`config.mk`:
```
export PLATFORM = sky130hd
export DESIGN_NAME = lmc_sequencer
export DESIGN_NICKNAME = d
export VERILOG_FILES = /design/src/rtl/lmc_sequencer.sv
export SDC_FILE = /design/constraint.sdc
export NUM_CORES = 1
export LEC_CHECK = 0
export BUFFER_PORTS_ARGS = -buffer_cell sky130_fd_sc_hd__buf_2
export CAP_MARGIN = 0
export CORE_MARGIN = 2
export CORE_UTILIZATION = 49
export CTS_CLUSTER_SIZE = 25
export DETAILED_ROUTE_END_ITERATION = 7
export PLACE_DENSITY = 0.87
export SYNTH_ARGS = -nofsm -noshare
export SYNTH_HDL_FRONTEND = slang
export SYNTH_SLANG_ARGS = --single-unit
```
`constraint.sdc`:
```
create_clock -name timer555 -period 1.9 [get_ports timer555]
set_clock_uncertainty 0.05 [all_clocks]
set_input_delay 0 -clock timer555 [delete_from_list [all_inputs] [get_ports timer555]]
set_output_delay 0 -clock timer555 [all_outputs]
set_load 0.03 [all_outputs]
```
`src/rtl/lmc_sequencer.sv`:
```
// lmc_sequencer: Little-Man-Computer style instruction sequencer.
// Fetches one word per instruction from a combinationally-read memory.
// The upper 4 bits of the word are the opcode and the rest are the operand.
// Executes accumulator, branch, store and handshaked I/O operations.
module lmc_sequencer #(
    parameter int ADDR_WIDTH = 4,
    parameter int DATA_WIDTH = 8   // must equal 4 + ADDR_WIDTH
) (
    input  logic                  timer555,
    input  logic                  reset_count,
    input  logic                  run,
    output logic [ADDR_WIDTH-1:0] mem_addr,
    input  logic [DATA_WIDTH-1:0] mem_rdata,
    output logic [DATA_WIDTH-1:0] mem_wdata,
    output logic                  mem_we,
    input  logic [DATA_WIDTH-1:0] in_data,
    input  logic                  in_valid,
    output logic                  in_ready,
    output logic [DATA_WIDTH-1:0] out_data,
    output logic                  out_valid,
    input  logic                  out_ready,
    output logic [ADDR_WIDTH-1:0] pc,
    output logic [DATA_WIDTH-1:0] acc,
    output logic                  halted
);

    typedef enum logic [2:0] {
        IDLE, FETCH, EXEC, WAIT_IN, WAIT_OUT, HALT
    } state_t;

    typedef enum logic [3:0] {
        OP_HLT = 4'd0, OP_ADD = 4'd1, OP_SUB = 4'd2,  OP_STA = 4'd3,
        OP_LDA = 4'd5, OP_BRA = 4'd6, OP_BRZ = 4'd7,  OP_BRP = 4'd8,
        OP_INP = 4'd9, OP_OUT = 4'd10
    } opcode_t;

    state_t                state_q, state_d;
    logic [ADDR_WIDTH-1:0] pc_q, pc_d;
    logic [DATA_WIDTH-1:0] acc_q, acc_d;
    logic [DATA_WIDTH-1:0] ir_q, ir_d;
    logic                  neg_q, neg_d;
    logic [DATA_WIDTH-1:0] out_data_q, out_data_d;
    logic                  out_valid_q, out_valid_d;

    opcode_t               opcode;
    logic [ADDR_WIDTH-1:0] operand;

    assign opcode  = opcode_t'(ir_q[DATA_WIDTH-1:ADDR_WIDTH]);
    assign operand = ir_q[ADDR_WIDTH-1:0];

    // Next-state, datapath next values and combinational strobes.
    always_comb begin
        // NOTE: every output of this block gets a default first, so no path leaves one unassigned and no latch is inferred.
        state_d     = state_q;
        pc_d        = pc_q;
        acc_d       = acc_q;
        ir_d        = ir_q;
        neg_d       = neg_q;
        out_data_d  = out_data_q;
        out_valid_d = out_valid_q;
        mem_addr    = pc_q;
        mem_we      = 1'b0;
        in_ready    = 1'b0;

        case (state_q)
            IDLE: begin
                if (run) state_d = FETCH;
            end
            FETCH: begin
                ir_d    = mem_rdata;
                pc_d    = pc_q + ADDR_WIDTH'(1);
                state_d = EXEC;
            end
            EXEC: begin
                state_d = FETCH;
                case (opcode)
                    OP_HLT: state_d = HALT;
                    OP_ADD: begin
                        mem_addr = operand;
                        acc_d    = acc_q + mem_rdata;
                        neg_d    = 1'b0;
                    end
                    OP_SUB: begin
                        // The extra top bit of the difference is the borrow.
                        mem_addr       = operand;
                        {neg_d, acc_d} = {1'b0, acc_q} - {1'b0, mem_rdata};
                    end
                    OP_STA: begin
                        mem_addr = operand;
                        mem_we   = 1'b1;
                    end
                    OP_LDA: begin
                        mem_addr = operand;
                        acc_d    = mem_rdata;
                        neg_d    = 1'b0;
                    end
                    OP_BRA: pc_d = operand;
                    OP_BRZ: if (acc_q == '0) pc_d = operand;
                    OP_BRP: if (!neg_q) pc_d = operand;
                    OP_INP: state_d = WAIT_IN;
                    OP_OUT: begin
                        out_data_d  = acc_q;
                        out_valid_d = 1'b1;
                        state_d     = WAIT_OUT;
                    end
                    default: ;  // remaining opcodes are NOPs
                endcase
            end
            WAIT_IN: begin
                in_ready = 1'b1;
                if (in_valid) begin
                    acc_d   = in_data;
                    neg_d   = 1'b0;
                    state_d = FETCH;
                end
            end
            WAIT_OUT: begin
                if (out_ready) begin
                    out_valid_d = 1'b0;
                    state_d     = FETCH;
                end
            end
            HALT: ;  // frozen until reset
            default: state_d = IDLE;
        endcase
    end

    // State and datapath registers with asynchronous active-low reset.
    always_ff @(posedge timer555 or negedge reset_count) begin
        // NOTE: registers use non-blocking assignments so every flop samples the pre-edge values.
        if (!reset_count) begin
            state_q     <= IDLE;
            pc_q        <= '0;
            acc_q       <= '0;
            ir_q        <= '0;
            neg_q       <= 1'b0;
            out_data_q  <= '0;
            out_valid_q <= 1'b0;
        end else begin
            state_q     <= state_d;
            pc_q        <= pc_d;
            acc_q       <= acc_d;
            ir_q        <= ir_d;
            neg_q       <= neg_d;
            out_data_q  <= out_data_d;
            out_valid_q <= out_valid_d;
        end
    end

    assign pc        = pc_q;
    assign acc       = acc_q;
    assign mem_wdata = acc_q;
    assign out_data  = out_data_q;
    assign out_valid = out_valid_q;
    assign halted    = (state_q == HALT);

endmodule

```
==> results of run 1 <==
## power groups by stage
stage,Sequential [uW],Clock [uW],Combinational (uW)
global route,1410,639,5390
global placement,1330,0,4220
finish,1370,611,5010
floorplan,1680,0,2690
CTS,1350,614,4660
detailed placement,1360,0,4320
## worst max-delay path: stages, from the launching register on
cell and delay (ps):
dfrtp_2 390, ha_2 190, inv_1 50, fa_2 380, o21bai_1 180, a21oi_1 100
xnor2_1 210, nand2_1 100, o311a_1 120, o31ai_1 210
## timing repair
action,CTS,global route
buffers inserted,5,5
endpoints found under the hold margin,45,0
pin swaps,3,8
hold buffers,13,0
setup endpoints to repair,10,17
resized for setup,24,18
## through the flow
stage	power [uW]	setup WS, ps
after global placement	5560	-96.3
after global routing	7440	-194
after CTS	6620	-121
final	6990	-155
after detailed placement	5680	-174
after floorplan	4370	-118
## how the worst max path moves through the flow
stage	start	endpoint	slack (ps)	cells after the start
final	acc[0]	acc[4]	-150	9
after global routing	acc[0]	acc[4]	-190	9
after CTS	acc[0]	acc[6]	-120	9
after detailed placement	acc[0]	acc[2]	-170	7
after global placement	acc[0]	acc[6]	-100	9
after floorplan	acc[0]	acc[6]	-120	9
## layout make-up
cell class	count	area, sq um
Inverter	19	71.3
Tap cell	67	83.8
Sequential cell	33	832
Clock inverter	1	5.00
Multi-Input combinational cell	208	1720
Fill cell	334	1200
Clock buffer	7	96.3
Timing Repair Buffer	118	811
## registers in the layout (all words and copies together), names as in the netlist
signal	count
acc	8
out_valid	1
neg_q	1
pc	4
out_data	8
state_q	3
ir_q	8
## layout by cell type (no fill, tap or decap), types with 7 or more instances in the layout
cell type / instances
dfrtp_1: 28
mux2_2: 13
buf_4: 47
nor2_1: 13
ha_1: 9
nand2_1: 23
clkbuf_8: 7
buf_2: 52
dlygate4sd3_1: 13
a21oi_1: 20
inv_1: 16
nor2b_1: 7
o21ai_0: 17
## cells by family after synthesis
family / after synthesis / share of synthesized area
AND/OR/NAND/NOR: 84 / 0.175
buffers and inverters: 36 / 0.0741
flip-flops: 33 / 0.330
XOR/XNOR: 5 / 0.0175
adder cells (fa/ha/maj): 18 / 0.0961
multiplexers: 19 / 0.0846
AO/OA/AOI/OAI: 82 / 0.223
## routing by layer
layer / vias to the layer above / global-route usage / wire [um]
li1: 1205 / - / -
met1: 1192 / 0.366 / 3170
met2: 121 / 0.427 / 3590
met3: 24 / 0.0622 / 554
met4: 0 / 0.123 / 233
met5: - / 0 / 0
==> metrics.yaml, run 1 <==
drt:
  vias_per_cell: 5.61
  vias: 2542
  initialDrtViolationCount: 221
  wl_per_cell_um: 16.7
  wl_um: 7540
  drtAntennaViolNets: 0
  drt_first_pass_iters: 5
  route.detailed.drc: 0
floorplanning:
  boundaryPins: 57
  placementRows: 25
  dieWidth_um: 75.4
  die_area_sq_um: 5690
  core_region_area_sq_um: 4820
  die_y_um: 75.4
  start_util: 0.519
synth:
  yosysMostFrequentCell: "dfrtp_1"
  synth_area_leaders: "dfrtp_1 (33%), ha_1 (8.0%), mux2_2 (7.7%)"
  synth_area_per_cell_sq_um: 9.02
  synth_common_cells: "dfrtp_1 (33), nand2_1 (24), a21oi_1 (23), inv_1 (19), o21ai_0 (18)"
  yosys_warnings: 0
  synth_ff_type: "dfrtp_1"
  synth_seq_area_share: 0.330
  synth_cell_types: 58
  synth_seq_cells: 33
  syn_area_sq_um: 2500
  synth.largest_area_cell: "dfrtp_1"
  netlist_instances: 277
  syn-num-nets: 316
  synth-edff-count: 0
  synthArstFlopShare: 1.00
  synth_top_area_share: 0.330
global_routing:
  grt-ovfl-total: 0
  grt_usage: 0.274
  antenna_found_initial: 0
  grt_pass1_wl_um: 11700
  grt_start_max_net_pins: 34
  first_global_vias: 2475
setup_path:
  reg2reg_from: "acc[0]"
  crit_fanout: 5
  arrival_ps: 2220
  r2r-end: "acc[4]"
  reg2reg_depth: 9
  cp-start-kind: "register"
  r2r_slack_ps: -150
  end_kind: "register"
  path_class: "register to register"
  crit_required_ps: 2060
timing:
  period_share: 1.08
  hold_viol: 0
  fin_ws_ps: -155
  period_needed_ps: 2050
  slew_headroom: 0.494
  fmax_mhz: 487
  fin_tns_setup_ps: -516
  rsz0062_at_grt: "true"
  finalSetupViolations: 6
  hold_ws_ps: 3.22
  worstMarginPinSlew_ps: 759
  slew_violations: 0
placement:
  dp.cells: 423
  post_dp_cell_area_sq_um: 3150
  io_buffers: 56
  gp_congestion: 0.897
  dp_hpwl_um: 5110
finish:
  nets: 424
  layout.cells.non_filler: 453
  n_antenna_cell: 0
  syn2layout_area_growth_pct: 44.6
  final_area_sq_um: 3620
  final_util: 0.751
  drive_above_1_share: 0.469
run:
  cap_viol_max_count: 0
cts:
  clock_path_buffers: 2
  clockRootBuffer: "clkbuf_8"
  h-tree-depth: 2
  cts_tree: "done"
  cts.sinks: 33
  clock_latency_ps: 300
  numCtsBuffers: 5
  clkTransAtPathRegs_ps: 80
power:
  switching_share: 0.488
  p_clk_frac: 0.087
  p_sw_uw: 3410
  ir_drop_mv: 1.06
  pwr-share-comb: 0.717
  leakage_uw: 0.00170
  p_int_uw: 3580
  power_density_nw_per_um2: 1930
  power_frac_seq: 0.195
worst_hold_path:
  holdPathStages: 3
  hp-class: "primary input to register"
  min_to: "acc[1]"
  worstHoldStart: "in_data[1]"
status:
  outcome: "finished with violations"
  violations: "setup timing"
Power figures use the tool's default switching activity.
==> run 2, diff against run 1 <==
SETUP_SLACK_MARGIN = 0.02   (was not set)
==> run 2 against run 1 <==
Maximum frequency shrank 3.4%. Critical endpoint is now acc[6]. The flow finishes with violations (hold timing, setup timing). Largest power group unchanged. Highest routed layer unchanged. Sequential power grew 4%. Non-clock buffer count grew 2. Critical path type unchanged. Final cell count grew 0.44%. Count of clock-buffer cells in the layout shrank 2. Utilization grew 3.1 points. Routed wire length grew 11%. Largest cell class unchanged. First-iteration DRC count grew 4.5%. Sequential share of layout area shrank 0.80 points. Combinational power grew 8.0%.
==> metrics.yaml, run 2 (same netlist as run 1, synthesis figures left out) <==
cts:
  clock_latency_ps: 300  # about the same
  clockRootBuffer: "clkbuf_8"
  cts.sinks: 33  # unchanged
  clock_path_buffers: 2  # unchanged
  clkTransAtPathRegs_ps: 80  # about the same
  numCtsBuffers: 5  # unchanged
  h-tree-depth: 2  # unchanged
  cts_tree: "done"
floorplanning:
  boundaryPins: 57  # unchanged
  placementRows: 25  # unchanged
  die_area_sq_um: 5690  # unchanged
  dieWidth_um: 75.4  # unchanged
  die_y_um: 75.4  # unchanged
  core_region_area_sq_um: 4820  # unchanged
  start_util: 0.519  # unchanged
finish:
  layout_common_cells: "buf_2 (52), buf_4 (45), dfrtp_1 (25)"
  final_util: 0.781  # +0.0306
  final_common_cell: "buf_2"
  drive_above_1_share: 0.513  # +0.0440
  syn2layout_area_growth_pct: 50.6
  final_area_sq_um: 3760  # +4.1%
  nets: 426  # +0.47%
  n_antenna_cell: 0  # unchanged
drt:
  wl_um: 8390  # +11%
  vias: 2735  # +7.6%
  wl_per_cell_um: 18.4  # +11%
  route.detailed.drc: 0  # unchanged
  drtAntennaViolNets: 0  # unchanged
  route.met3.wl_um: 515  # -7.0%
  drt_first_pass_iters: 5  # unchanged
  wl_met2_um: 4150  # +15%
  dr.max_layer_used: "met4"
  vias_per_cell: 6.01  # +7.1%
  initialDrtViolationCount: 231  # +4.5%
  wl_met1_um: 3390  # +7.1%
setup_path:
  crit_slowest_cell: "dfrtp_2"
  cpPeakStageDelay_ps: 400  # about the same
  end_kind: "register"
  crit_fanout: 5  # unchanged
  crit_required_ps: 2020  # -40 ps
  worstPathCellList: "ha_2, inv_1, fa_2, o21bai_1, a21boi_0, xnor2_1, o32a_1, a21oi_2"
  path_class: "register to register"
  arrival_ps: 2250  # +30 ps
  cp-start-kind: "register"
placement:
  post_dp_cell_area_sq_um: 3160  # +0.28%
  dp_hpwl_um: 5090  # -0.53%
  io_buffers: 56  # unchanged
  gp_congestion: 0.955  # +6.4%
global_routing:
  grt_start_max_net_pins: 34  # unchanged
  antenna_found_initial: 0  # unchanged
  first_global_vias: 2445  # -1.2%
  grt_usage: 0.266  # -0.00824
  grt_pass1_wl_um: 11500  # -2.4%
  grt-ovfl-total: 0  # unchanged
timing:
  fin_ws_ps: -227  # -72.6 ps
  finalSetupViolations: 6  # unchanged
  period_needed_ps: 2130  # +72.6 ps
  hold_viol: 1  # +1
  rsz0062_at_grt: "true"
  period_share: 1.12  # +0.0382
  slew_headroom: 0.483  # -0.0109
  worstMarginPinSlew_ps: 775  # +16.4 ps
  slew_violations: 0  # unchanged
  fmax_mhz: 470  # -3.4%
  hold_ws_ps: -8.94  # -12.2 ps
run:
  cap_viol_max_count: 0  # unchanged
power:
  ir_drop_mv: 1.08  # +2.2%
  power_density_nw_per_um2: 2030  # +5.0%
  leakage_uw: 0.00175  # +2.5%
status:
  outcome: "finished with violations"
  violations: "hold timing, setup timing"
worst_hold_path:
  hp-class: "primary input to register"
run 2: power by group:
part	leakage [uW]	internal, uW	switching [uW]	total, uW
Sequential	0.000395	1040	386	1420
Combinational	0.00128	2400	3010	5410
Clock	0.0000681	522	287	808
Total	0.00175	3960	3680	7640
run 2: timing repair:
action,in CTS,in global routing
pin swaps,3,6
gates resized for setup,25,43
hold buffers,12,0
setup buffers,3,9
hold endpoints to repair,44,0
endpoints found under the setup margin,11,16
run 2: worst paths after layout:
| check | slack, ps | cells after the start | from | end |
|---|---|---|---|---|
| hold reg to reg | 450 | 1 | out_data[4] | out_data[4] |
| min in group asynchronous | 270 | 2 | reset_count | out_data[2] |
| setup / recovery | -230 | 8 | acc[0] | acc[6] |
| max in group asynchronous | 980 | 2 | reset_count | ir_q[4] |
| hold / removal | -9 | 3 | in_data[5] | acc[5] |
| setup reg to reg | -230 | 8 | acc[0] | acc[6] |
run 2: metrics by stage:
stage	total power [uW]	instances	setup slack, ps	hold WS [ps]	setup TNS (ps)
2_1_floorplan	4370	277	-118	-346	-334
3_3_place_gp	5560	424	-101	60.9	-326
3_5_place_dp	5700	424	-175	58.8	-543
4_1_cts	6780	447	-120	0.739	-404
5_1_grt	8050	455	-285	-5.30	-1400
6_report	7640	455	-227	-8.94	-736
run 2: per-layer routing:
layer | track usage | up-vias
li1 | - | 1214
met1 | 0.332 | 1331
met2 | 0.462 | 152
met3 | 0.0423 | 38
met4 | 0.101 | 0
met5 | 0 | -
run 2: final cells by class:
cell class                 count  area [sq um]
timing repair buffer         120           842
tap                           67          83.8
clock inverter                 3          65.1
inverter                      19          73.8
fill                         326          1050
clock buffer                   5          68.8
sequential                    33           836
multi-input combinational    208          1790
run 2: worst max-delay path, delay by kind of cell (launching register included):
kind | cells | cell delay, ps
compound gates | 4 | 710
fa+ha+maj | 2 | 570
flops | 1 | 400
xor+xnor | 1 | 210
buf+inv | 1 | 50
